$ cat src/rtl/adc_demux_pkg.sv
// ----------------------------------------------------------------------------
// adc_pkg
//   Shared types and constants for the ADC stream demultiplexer.
//   - lane_state_t : per-lane framing state (IDLE between frames, FRAME inside)
//   - DW_DEF/CW_DEF: default sample-data and counter widths
//   - ROUTE_CH0/1  : encoding of the latched destination of a lane
// ----------------------------------------------------------------------------
package adc_pkg;

    localparam int DW_DEF = 16;
    localparam int CW_DEF = 16;

    typedef enum logic {
        IDLE  = 1'b0,
        FRAME = 1'b1
    } lane_state_t;

    localparam logic ROUTE_CH0 = 1'b0;
    localparam logic ROUTE_CH1 = 1'b1;

endpackage

$ cat src/rtl/adc_demux_lane.sv
// ----------------------------------------------------------------------------
// adc_demux_lane
//   One lane of the demultiplexer: frames the incoming sop/eop stream, latches
//   the destination at each sop and forwards every accepted beat, registered,
//   to exactly one of two destinations. Protocol errors (sop without a prior
//   eop, or a beat outside a frame) are counted.
// Ports
//   clk, rst                 : clock, asynchronous active-high reset
//   sel                      : synchronized route select (sampled only at sop)
//   data/sop/eop/valid       : input beat
//   ch0_* / ch1_*            : registered output beat toward destination 0 / 1
//   err_cnt                  : wrapping protocol-error counter
// ----------------------------------------------------------------------------
module adc_demux_lane
    import adc_pkg::*;
#(
    parameter int DW = DW_DEF,
    parameter int CW = CW_DEF
) (
    input  logic          clk,
    input  logic          rst,
    input  logic          sel,
    input  logic [DW-1:0] data,
    input  logic          sop,
    input  logic          eop,
    input  logic          valid,
    output logic [DW-1:0] ch0_data,
    output logic          ch0_sop,
    output logic          ch0_eop,
    output logic          ch0_valid,
    output logic [DW-1:0] ch1_data,
    output logic          ch1_sop,
    output logic          ch1_eop,
    output logic          ch1_valid,
    output logic [CW-1:0] err_cnt
);

    localparam logic [CW-1:0] CNT_ONE = {{(CW-1){1'b0}}, 1'b1};

    lane_state_t state, state_nxt;
    logic        route, route_nxt;
    logic        fwd;
    logic        err;
    logic        to_ch0;
    logic        to_ch1;

    // NOTE: every signal driven here gets a default first so no path through
    // the if/else tree leaves it unassigned, which would infer a latch.
    always_comb begin
        state_nxt = state;
        route_nxt = route;
        fwd       = 1'b0;
        err       = 1'b0;
        if (valid) begin
            if (sop) begin
                // A sop always opens a new frame; inside a frame it also means
                // the previous frame lost its eop.
                fwd       = 1'b1;
                route_nxt = sel;
                err       = (state == FRAME);
                state_nxt = eop ? IDLE : FRAME;
            end else if (state == FRAME) begin
                fwd       = 1'b1;
                state_nxt = eop ? IDLE : FRAME;
            end else begin
                // Beat outside any frame (including a stray eop): dropped.
                err = 1'b1;
            end
        end
    end

    assign to_ch0 = fwd && (route_nxt == ROUTE_CH0);
    assign to_ch1 = fwd && (route_nxt == ROUTE_CH1);

    // NOTE: sequential state uses non-blocking assignments so every register
    // samples the pre-edge values regardless of statement order.
    always_ff @(posedge clk or posedge rst) begin
        if (rst) begin
            state <= IDLE;
            route <= ROUTE_CH0;
        end else begin
            state <= state_nxt;
            route <= route_nxt;
        end
    end

    // Output registers: the non-selected destination gets zero strobes while
    // its data register keeps the last beat it carried.
    always_ff @(posedge clk or posedge rst) begin
        if (rst) begin
            ch0_data  <= '0;
            ch0_sop   <= 1'b0;
            ch0_eop   <= 1'b0;
            ch0_valid <= 1'b0;
            ch1_data  <= '0;
            ch1_sop   <= 1'b0;
            ch1_eop   <= 1'b0;
            ch1_valid <= 1'b0;
            err_cnt   <= '0;
        end else begin
            ch0_valid <= to_ch0;
            ch0_sop   <= to_ch0 & sop;
            ch0_eop   <= to_ch0 & eop;
            ch1_valid <= to_ch1;
            ch1_sop   <= to_ch1 & sop;
            ch1_eop   <= to_ch1 & eop;
            if (to_ch0) ch0_data <= data;
            if (to_ch1) ch1_data <= data;
            if (err)    err_cnt  <= err_cnt + CNT_ONE;
        end
    end

endmodule

$ cat src/rtl/adc_demux.sv
// ----------------------------------------------------------------------------
// adc_demux
//   Two-lane ADC stream demultiplexer. A route select, asynchronous to clk,
//   is synchronized and applied per lane at frame boundaries only, so no frame
//   is ever split between destinations. Lanes route independently.
// Ports
//   clk, rst                       : clock, asynchronous active-high reset
//   adc_demux_s                    : async route select (0 -> ch0, 1 -> ch1)
//   adc_data_*_cha / _chb          : lane A / lane B input streams
//   adc_ch{0,1}_*_cha / _chb       : lane A / lane B outputs per destination
//   frame_cnt_ch0 / frame_cnt_ch1  : completed lane A frames per destination
//   err_cnt_cha / err_cnt_chb      : protocol errors per lane
// ----------------------------------------------------------------------------
module adc_demux
    import adc_pkg::*;
#(
    parameter int DW = DW_DEF,
    parameter int CW = CW_DEF
) (
    input  logic          clk,
    input  logic          rst,
    input  logic          adc_demux_s,
    input  logic [DW-1:0] adc_data_cha,
    input  logic          adc_data_sop_cha,
    input  logic          adc_data_eop_cha,
    input  logic          adc_data_valid_cha,
    input  logic [DW-1:0] adc_data_chb,
    input  logic          adc_data_sop_chb,
    input  logic          adc_data_eop_chb,
    input  logic          adc_data_valid_chb,
    output logic [DW-1:0] adc_ch0_data_cha,
    output logic          adc_ch0_sop_cha,
    output logic          adc_ch0_eop_cha,
    output logic          adc_ch0_valid_cha,
    output logic [DW-1:0] adc_ch1_data_cha,
    output logic          adc_ch1_sop_cha,
    output logic          adc_ch1_eop_cha,
    output logic          adc_ch1_valid_cha,
    output logic [DW-1:0] adc_ch0_data_chb,
    output logic          adc_ch0_sop_chb,
    output logic          adc_ch0_eop_chb,
    output logic          adc_ch0_valid_chb,
    output logic [DW-1:0] adc_ch1_data_chb,
    output logic          adc_ch1_sop_chb,
    output logic          adc_ch1_eop_chb,
    output logic          adc_ch1_valid_chb,
    output logic [CW-1:0] frame_cnt_ch0,
    output logic [CW-1:0] frame_cnt_ch1,
    output logic [CW-1:0] err_cnt_cha,
    output logic [CW-1:0] err_cnt_chb
);

    localparam logic [CW-1:0] CNT_ONE = {{(CW-1){1'b0}}, 1'b1};

    logic sel_meta;
    logic sel_sync;

    // Two-flop synchronizer for the asynchronous route select.
    always_ff @(posedge clk or posedge rst) begin
        if (rst) begin
            sel_meta <= 1'b0;
            sel_sync <= 1'b0;
        end else begin
            sel_meta <= adc_demux_s;
            sel_sync <= sel_meta;
        end
    end

    adc_demux_lane #(.DW(DW), .CW(CW)) u_lane_a (
        .clk       (clk),
        .rst       (rst),
        .sel       (sel_sync),
        .data      (adc_data_cha),
        .sop       (adc_data_sop_cha),
        .eop       (adc_data_eop_cha),
        .valid     (adc_data_valid_cha),
        .ch0_data  (adc_ch0_data_cha),
        .ch0_sop   (adc_ch0_sop_cha),
        .ch0_eop   (adc_ch0_eop_cha),
        .ch0_valid (adc_ch0_valid_cha),
        .ch1_data  (adc_ch1_data_cha),
        .ch1_sop   (adc_ch1_sop_cha),
        .ch1_eop   (adc_ch1_eop_cha),
        .ch1_valid (adc_ch1_valid_cha),
        .err_cnt   (err_cnt_cha)
    );

    adc_demux_lane #(.DW(DW), .CW(CW)) u_lane_b (
        .clk       (clk),
        .rst       (rst),
        .sel       (sel_sync),
        .data      (adc_data_chb),
        .sop       (adc_data_sop_chb),
        .eop       (adc_data_eop_chb),
        .valid     (adc_data_valid_chb),
        .ch0_data  (adc_ch0_data_chb),
        .ch0_sop   (adc_ch0_sop_chb),
        .ch0_eop   (adc_ch0_eop_chb),
        .ch0_valid (adc_ch0_valid_chb),
        .ch1_data  (adc_ch1_data_chb),
        .ch1_sop   (adc_ch1_sop_chb),
        .ch1_eop   (adc_ch1_eop_chb),
        .ch1_valid (adc_ch1_valid_chb),
        .err_cnt   (err_cnt_chb)
    );

    // Frames are counted from the registered lane A outputs, so a frame counts
    // only once its eop has actually been presented to that destination.
    always_ff @(posedge clk or posedge rst) begin
        if (rst) begin
            frame_cnt_ch0 <= '0;
            frame_cnt_ch1 <= '0;
        end else begin
            if (adc_ch0_valid_cha && adc_ch0_eop_cha) frame_cnt_ch0 <= frame_cnt_ch0 + CNT_ONE;
            if (adc_ch1_valid_cha && adc_ch1_eop_cha) frame_cnt_ch1 <= frame_cnt_ch1 + CNT_ONE;
        end
    end

endmodule

$ cat config.mk
export PLATFORM = sky130hd
export DESIGN_NAME = adc_demux
export DESIGN_NICKNAME = d
export VERILOG_FILES = /design/src/rtl/adc_demux_pkg.sv /design/src/rtl/adc_demux_lane.sv /design/src/rtl/adc_demux.sv
export SDC_FILE = /design/constraint.sdc
export NUM_CORES = 1
export LEC_CHECK = 0
export ABC_AREA = 1
export BUFFER_PORTS_ARGS = -buffer_cell sky130_fd_sc_hd__buf_2
export CAP_MARGIN = 20
export CORE_MARGIN = 2
export CORE_UTILIZATION = 47
export DETAILED_ROUTE_END_ITERATION = 10
export PLACE_DENSITY = 0.76
export SYNTH_ARGS = -nofsm -noshare
export SYNTH_HDL_FRONTEND = slang
export SYNTH_SLANG_ARGS = --single-unit
$ cat constraint.sdc
create_clock -name clk -period 4.72 [get_ports clk]
set_clock_uncertainty 0.2 [all_clocks]
set_input_delay 0.944 -clock clk [delete_from_list [all_inputs] [get_ports clk]]
set_output_delay 0.944 -clock clk [all_outputs]
set_load 0.05 [all_outputs]
* After elaboration in Yosys (flattened, before gate mapping)
Index checks and enable logic that the tools add are counted.
** Cells by class
- Add/sub/neg operators :: 4
- Mux-type cells :: 22
- Bitwise operators :: 10
- Reductions and logical operators :: 6
** Operators by type and width (number)
- 16-bit by 1-bit adder with 16-bit output, second input constant :: 4
- 1-bit 2-to-1 mux :: 22
- 1-bit bitwise AND :: 8
- 1-bit logical AND :: 6
- 1-bit NOT :: 2
** Word-level totals
- Register bits after elaboration :: 146
- Input port bits :: 41
- Output and inout bits :: 140
- Word-level logic and storage cells :: 68

* Depth between registers and ports, before layout
Gate-level depths: netlist of the first run.
- Word-level depth :: 5
- Mapped depth :: 10
- Depth with buffers taken out :: 10

* Hierarchy
From an unflattened synthesis of the first run, not the netlist that was laid out.
** Second synthesis, totals
- Cells, all modules :: 699
- Area total of the unflattened synthesis :: 6647.6 um2
** Modules (own cells, without submodules)
- adc_demux_lane :: instances 2, cells each 252, area an instance 2488.6 um2, seq. area each 1401.3 um2
- adc_demux :: instances 1, cells each 195, area an instance 1670.4 um2, seq. area each 850.8 um2

* Worst setup path after synthesis of the first run
Ideal clock, no wire load.
- Kind :: input -> register
- Start point :: input port adc_data_sop_chb
- End point :: register u_lane_b.err_cnt[14]
- Library setup time :: 0.123 ns
- Arrival :: 1.948 ns
- Data required time :: 4.397 ns
- Setup slack :: 2.449 ns
- Cell stages on the path :: 8
- Buffers on the path :: 0
- Cell sequence :: inv_1 -> ha_1 -> inv_1 -> nand2_2 -> nor2_4 -> nand3_1 -> o21ai_0 -> nand2_1
** On the way
- Longest elaborated chain between the ends :: 2
** RTL lines
- from (decl) :: RTL line adc_demux.sv:28 : input logic adc_data_sop_chb,
- 1-bit 2-to-1 mux :: RTL line adc_demux_lane.sv:55 : if (sop) begin
- 1-bit 2-to-1 mux :: RTL line adc_demux_lane.sv:54 : if (valid) begin
- to (signal assigned) :: RTL line adc_demux_lane.sv:109 : if (err) err_cnt <= err_cnt + CNT_ONE;
- to (decl) :: RTL line adc_demux_lane.sv:35 : output logic [CW-1:0] err_cnt
Every way passes these cells.
A chain may end at the register's enable or synchronous reset.

* Final worst setup path of the first run
- Start point :: register u_lane_b.err_cnt[5]
- End point :: output port err_cnt_chb[5]
** RTL lines
- to (decl) :: RTL line adc_demux.sv:50 : output logic [CW-1:0] err_cnt_chb
No word-level cell between the ends.

==> flow_summary.json, run 1 <==
{
  "p_seq_frac": 0.386,
  "crit_arrival_ns": 1.16,
  "powerDensity_mw_per_mm2": 528,
  "slowest_delay_ns": 0.45,
  "dieArea_mm2": 0.0146,
  "critical-path-top-delay-family": "flip-flops",
  "dieHeight_um": 121,
  "power.share.combinational": 0.323,
  "place_ws_ns": 2.08,
  "cts_made_buffers": 17,
  "grt_max_degree": 65,
  "fp-row-count": 42,
  "max_freq_mhz": 433,
  "status": "complete, no violations",
  "gp_congestion": 0.855,
  "port_buffers": 180,
  "grtUsageTotal": 0.191,
  "hpwl_um": 9510,
  "net-switching-power_mw": 1.73,
  "path_class": "flop to output pin",
  "clkTransAtPathRegs_ns": 0.06,
  "worst_slack_ns": 2.41,
  "syn_avg_cell_area_um2": 9.30,
  "fin_crit_sh": 0.489,
  "worstHoldPathType": "flop to flop",
  "syn_area_mm2": 0.00640,
  "yosysSeqAreaShare": 0.571,
  "fin_nets": 925,
  "cp.required_ns": 3.58,
  "placedCellCount": 1035,
  "pin_count": 181,
  "crit_buf_inv": 1,
  "yosys.area.top_type": "dfrtp_1",
  "drc": 0,
  "hold_viol_final": 0,
  "syn_inst": 688,
  "ctsLongestPathBuffers": 2,
  "dr.pass1.iters": 4,
  "clock_power_share": 0.290,
  "cp_max_fo": 5,
  "root_buffer": "clkbuf_16",
  "initial_core_util": 0.483,
  "drive_gt1_frac": 0.297,
  "gr-total-overflow": 0,
  "post_cts_resized": 0,
  "intPower_mw": 2.48,
  "grt_pass1_wl_um": 22100,
  "vias": 4967,
  "setup_tns_ns": 0,
  "slew_headroom": 0.478,
  "rsz0062_at_grt": "no",
  "min_period_ns": 2.31,
  "vias_per_cell": 4.66,
  "wl_per_cell_um": 12.3,
  "drv_cap": 0,
  "htree_levels": 4,
  "drv_slew": 0,
  "instances_no_fill": 1066,
  "cts_tree": "built",
  "switching_share": 0.411,
  "crit_chain": "buf_2",
  "first_iter_violations": 385,
  "p_total_mw": 4.22,
  "postCtsSetupBuffers": 0,
  "ys_ff_latch": 146,
  "synth_top_area_share": 0.571,
  "clock-sinks": 146,
  "syn2layout_area_growth_pct": 24.8,
  "cp-end-kind": "output pin",
  "synth_area_leaders": "dfrtp_1 57%, nand2_1 10%, inv_1 6.4%",
  "antenna_cells": 0,
  "grt_pass1_vias": 4830,
  "antenna_found_initial": 0,
  "p_leak_nw": 4.52,
  "wirelength_um": 13100,
  "setup_viol": 0,
  "worst_pin_slew_ns": 0.781,
  "core_area_mm2": 0.0132,
  "postCtsHoldBufs": 0,
  "yosysUniqueCellTypes": 21,
  "ant_nets": 0,
  "irDropWorstVdd_mv": 0.415,
  "worst_setup_path_start_kind": "flop",
  "syn-num-nets": 735,
  "insertion_delay_ns": 0.41,
  "yosys_warnings": 0,
  "fp.dieW_um": 121,
  "cpMaxStageDelayCell": "dfrtp_1"
}
[state kept, by name, summed over array words and instances, names as in the netlist, 16 cells and up]
register / count
u_lane_b.ch0_data: 16
u_lane_a.ch1_data: 16
frame_cnt_ch0: 16
u_lane_a.ch0_data: 16
u_lane_b.ch1_data: 16
frame_cnt_ch1: 16
u_lane_a.err_cnt: 16
u_lane_b.err_cnt: 16
[stage by stage]
| stage | hold WS, ns | util | cell area (µm²) |
|---|---|---|---|
| after floorplan | 0.131 | - | 6400 |
| after global placement | 0.132 | 0.562 | 7440 |
| after detailed placement | 0.136 | 0.562 | 7440 |
| final | 0.147 | 0.603 | 7980 |
| after global routing | 0.166 | 0.603 | 7980 |
| after CTS | 0.146 | 0.603 | 7980 |
[layer usage]
metal  global-route usage  vias to the layer above  part of all wire
li1                     -                     2503                 -
met1                0.244                     2307              0.46
met2                0.305                      133              0.46
met3               0.0590                       24             0.055
met4               0.0741                        0             0.023
met5                    0                        -                 0
[power by group through the flow]
stage	clock network, mW	logic [mW]	registers (mW)
3_5_place_dp	0	1.38	1.64
3_3_place_gp	0	1.36	1.64
4_1_cts	1.26	1.38	1.63
6_report	1.22	1.36	1.63
5_1_grt	1.31	1.45	1.66
2_1_floorplan	0	0.331	2.36
[cell type report]
class | instances | area [µm²]
Multi-Input combinational cell | 420 | 2210
Clock inverter | 14 | 116
Timing Repair Buffer | 183 | 936
Tap cell | 176 | 220
Clock buffer | 17 | 425
Inverter | 110 | 417
Fill cell | 1183 | 5260
Sequential cell | 146 | 3650
[cells in the final DEF, fill, tap and decap left out]
cell	n
clkinvlp_4	5
nand3b_1	1
ha_1	6
nand3_1	31
clkbuf_16	17
clkinv_4	2
xor2_1	24
nor2_2	2
inv_6	1
buf_2	180
nor2_4	3
inv_2	1
buf_4	2
clkinv_2	6
nand2_2	4
nand4_1	10
nand2_1	174
buf_12	1
dfrtp_1	146
bufinv_16	1
o21ai_0	43
inv_1	108
nor2_1	59
nand2_4	4
mux2_2	1
xnor2_1	18
o21ai_2	34
nor3_1	6
[synthesized netlist by cell type]
library cell  count
buf_2             3
buf_6             9
dfrtp_1         146
ha_1              6
inv_1           109
inv_2             1
mux2_2            1
nand2_1         174
nand2_2           4
nand2_4           4
nand3_1          31
nand3b_1          1
nand4_1          10
nor2_1           59
nor2_2            2
nor2_4            3
nor3_1            6
o21ai_0          43
o21ai_2          34
xnor2_1          18
xor2_1           24
[cells by family after synthesis]
| group | after synthesis | synth area share |
|---|---|---|
| simple gates | 294 | 0.195 |
| fa+ha+maj | 6 | 0.0117 |
| buf+inv | 122 | 0.0827 |
| mux | 1 | 0.00176 |
| flops | 146 | 0.571 |
| xor+xnor | 42 | 0.0575 |
| compound gates | 77 | 0.0802 |
[worst paths after layout]
| check | slack (ns) | endpoint | startpoint | depth (start not counted) |
|---|---|---|---|---|
| worst max-delay path | 2.41 | err_cnt_chb[5] | u_lane_b.err_cnt[5] | 1 |
| worst min-delay path | 0.15 | sel_sync | sel_meta | 0 |
| worst max register to register | 2.86 | u_lane_a.ch0_data[6] | u_lane_a.state | 6 |
| worst min register to register | 0.15 | sel_sync | sel_meta | 0 |
| max in group asynchronous | 3.06 | u_lane_b.err_cnt[13] | rst | 3 |
| min in group asynchronous | 0.44 | frame_cnt_ch0[3] | rst | 2 |
(Power assumes the default switching activity.)
==> run 2, diff against run 1 <==
--- a/config.mk
+++ b/config.mk
@@ -5,13 +5,13 @@
 export SDC_FILE = /design/constraint.sdc
 export NUM_CORES = 1
 export LEC_CHECK = 0
-export ABC_AREA = 1
+export ABC_AREA = 0
 export BUFFER_PORTS_ARGS = -buffer_cell sky130_fd_sc_hd__buf_2
 export CAP_MARGIN = 20
 export CORE_MARGIN = 2
-export CORE_UTILIZATION = 47
+export CORE_UTILIZATION = 51
 export DETAILED_ROUTE_END_ITERATION = 10
-export PLACE_DENSITY = 0.76
+export PLACE_DENSITY = 0.8
 export SYNTH_ARGS = -nofsm -noshare
 export SYNTH_HDL_FRONTEND = slang
 export SYNTH_SLANG_ARGS = --single-unit
==> constraint.sdc (replaced) <==
create_clock -name clk -period 2.29 [get_ports clk]
set_clock_uncertainty 0.2 [all_clocks]
set_input_delay 0.458 -clock clk [delete_from_list [all_inputs] [get_ports clk]]
set_output_delay 0.458 -clock clk [all_outputs]
set_load 0.05 [all_outputs]
==> run 2 against run 1 <==
- area after synthesis shrank 8.7%
- register-to-register slack worse by 2.5 ns
- clock power up 120%
- via count shrank 19%
==> flow_summary.json, run 2 <==
{
  "gr-total-overflow": 0,
  "syn_inst": 420,
  "grt_max_degree": 94,
  "first_iter_violations": 235,
  "yosysUniqueCellTypes": 30,
  "wl_per_cell_um": 15.8,
  "dieArea_mm2": 0.0123,
  "fin_hold_ws_ns": 0.0740,
  "cp-end-kind": "flop",
  "final_util": 0.670,
  "fin_crit_sh": 0.862,
  "ctsLongestPathBuffers": 2,
  "synth_most_common_cell": "dfrtp_1",
  "ys_ff_latch": 146,
  "cts_tree": "built",
  "irDropWorstVdd_mv": 0.717,
  "vias": 4025,
  "critical-path-top-delay-family": "simple AND/OR/NAND/NOR gates",
  "yosys_warnings": 0,
  "p_leak_nw": 3.83,
  "net-switching-power_mw": 3.41,
  "clock_power_share": 0.298,
  "cp_max_fo": 3,
  "setup_viol": 0,
  "min_to": "u_lane_b.state",
  "switching_share": 0.385,
  "regToRegSetupSlack_ns": 0.32,
  "syn2layout_area_growth_pct": 29.8,
  "synth_commonest_cells": "146 x dfrtp_1, 69 x mux2_2, 43 x xnor2_1",
  "dr.pass1.iters": 4,
  "r2r_cells": 6,
  "hold_viol_final": 0,
  "final_common_cell": "buf_2",
  "drv_cap": 0,
  "cts_made_buffers": 17,
  "crit_arrival_ns": 2.06,
  "core_area_mm2": 0.0113,
  "wirelength_um": 12300,
  "path_class": "flop to flop",
  "min_period_ns": 1.97,
  "synth_edf_count": 0,
  "p_total_mw": 8.86,
  "async_reset_ff_frac": 1.00,
  "insertion_delay_ns": 0.41,
  "antenna_cells": 0,
  "synth_area_leaders": "dfrtp_1 63%, mux2_2 13%, xnor2_1 6.4%",
  "slowest_delay_ns": 0.37,
  "syn_area_mm2": 0.00584,
  "crit_chain": "inv_1, ha_1, nand3b_2, nor4_4, nand3_1, xnor2_1",
  "fp-row-count": 39,
  "htree_levels": 4,
  "hold_start": "adc_data_eop_chb",
  "crit_buf_inv": 1,
  "vias_per_cell": 5.19,
  "drc": 0,
  "yosysSeqAreaShare": 0.625,
  "final_cell_mix": "180 x buf_2, 146 x dfrtp_1, 69 x mux2_2",
  "fp.dieW_um": 111,
  "pin_count": 181,
  "gp_congestion": 0.810,
  "instances_no_fill": 775,
  "postCtsSetupBuffers": 0,
  "rsz0062_at_grt": "no",
  "root_buffer": "clkbuf_16",
  "synth_flop_cell": "dfrtp_1",
  "grtUsageTotal": 0.207,
  "p_seq_frac": 0.381,
  "clkTransAtPathRegs_ns": 0.06,
  "syn_avg_cell_area_um2": 13.9,
  "cp.required_ns": 2.37,
  "worstHoldPathType": "primary input to flop",
  "port_buffers": 180,
  "fin_nets": 667,
  "initial_core_util": 0.516,
  "antenna_found_initial": 0,
  "slew_headroom": 0.631,
  "powerDensity_mw_per_mm2": 1170,
  "yosys.area.top_type": "dfrtp_1",
  "max_freq_mhz": 507,
  "dieHeight_um": 111,
  "syn-num-nets": 467,
  "clock-sinks": 146,
  "worst_setup_path_start_kind": "flop",
  "post_cts_resized": 0,
  "rr_endpoint": "u_lane_b.err_cnt[14]",
  "drive_gt1_frac": 0.473,
  "grt_pass1_wl_um": 20200,
  "placedCellCount": 742,
  "worst_pin_slew_ns": 0.548,
  "ant_nets": 0,
  "synth_top_area_share": 0.625,
  "grt_pass1_vias": 4167,
  "power.share.combinational": 0.321,
  "intPower_mw": 5.44,
  "status": "complete, no violations",
  "cpMaxStageDelayCell": "dfrtp_1",
  "timing.rr.start": "u_lane_b.state",
  "drv_slew": 0,
  "hpwl_um": 8880,
  "holdPathStages": 2
}
==> run 2: changes by cell type after synthesis, sizes merged, moves of 6 or more <==
cell	change
inv	-101
nand2	-159
mux2	+68
xnor2	+25
and3	+7
nand3	-7
and2	+9
xor2	-7
nand4	+6
o21ai	-77
nor2	-52
==> run 2: power by group through the flow <==
stage	clock [mW]	combinational, mW	sequential (mW)
final	2.64	2.85	3.37
after detailed placement	0	2.87	3.40
after global routing	2.79	2.97	3.44
after CTS	2.70	2.87	3.38
after global placement	0	2.81	3.37
after floorplan	0	0.597	4.93
==> run 2: metrics by stage <==
| step | worst slack [ns] | setup TNS (ns) | area (µm²) |
|---|---|---|---|
| final | 0.317 | 0 | 7580 |
| after CTS | 0.302 | 0 | 7580 |
| after detailed placement | 0.0941 | 0 | 6980 |
| after global routing | 0.215 | 0 | 7580 |
| after floorplan | -0.201 | -29.35 | 5850 |
| after global placement | 0.130 | 0 | 6980 |
==> run 2: worst max-delay path by stage <==
stage                           from              endpoint  slack [ns]  cells past startpoint
finish                u_lane_b.state  u_lane_b.err_cnt[14]        0.32                      6
global route          u_lane_b.state  u_lane_b.err_cnt[14]        0.21                      6
CTS                   u_lane_b.state  u_lane_b.err_cnt[14]        0.30                      6
detailed placement  adc_data_sop_chb  u_lane_b.err_cnt[12]        0.09                      7
global placement    adc_data_sop_chb  u_lane_b.err_cnt[14]        0.13                      7
floorplan                        rst      frame_cnt_ch0[0]       -0.20                      1
==> run 2: routing by layer <==
| metal | global-route usage | vias up | wire length, µm |
|---|---|---|---|
| met1 | 0.247 | 2015 | 5030 |
| li1 | - | 1847 | - |
| met5 | 0 | - | 0 |
| met4 | 0.0864 | 0 | 295 |
| met2 | 0.347 | 137 | 6100 |
| met3 | 0.0662 | 26 | 824 |
==> run 2: cell families (layout without fill, tap and decap cells) <==
group,Yosys count,after routing,share of synthesized area
simple gates,116,116,0.114
fa+ha+maj,6,6,0.0129
xor+xnor,60,60,0.0900
flops,146,146,0.625
buf+inv,19,231,0.0184
mux,71,71,0.136
compound gates,2,2,0.00257
==> run 2: what timing repair did <==
action,CTS,global route
hold endpoints to repair,54,0
hold buffers,2,0
endpoints found under the setup margin,0,0
==> run 2: layout make-up <==
cell class / count / area (µm²)
Tap cell: 143 / 179
Sequential cell: 146 / 3650
Clock buffer: 29 / 571
Inverter: 9 / 37.5
Timing Repair Buffer: 191 / 1040
Multi-Input combinational cell: 255 / 2090
Clock inverter: 2 / 12.5
Fill cell: 837 / 3740
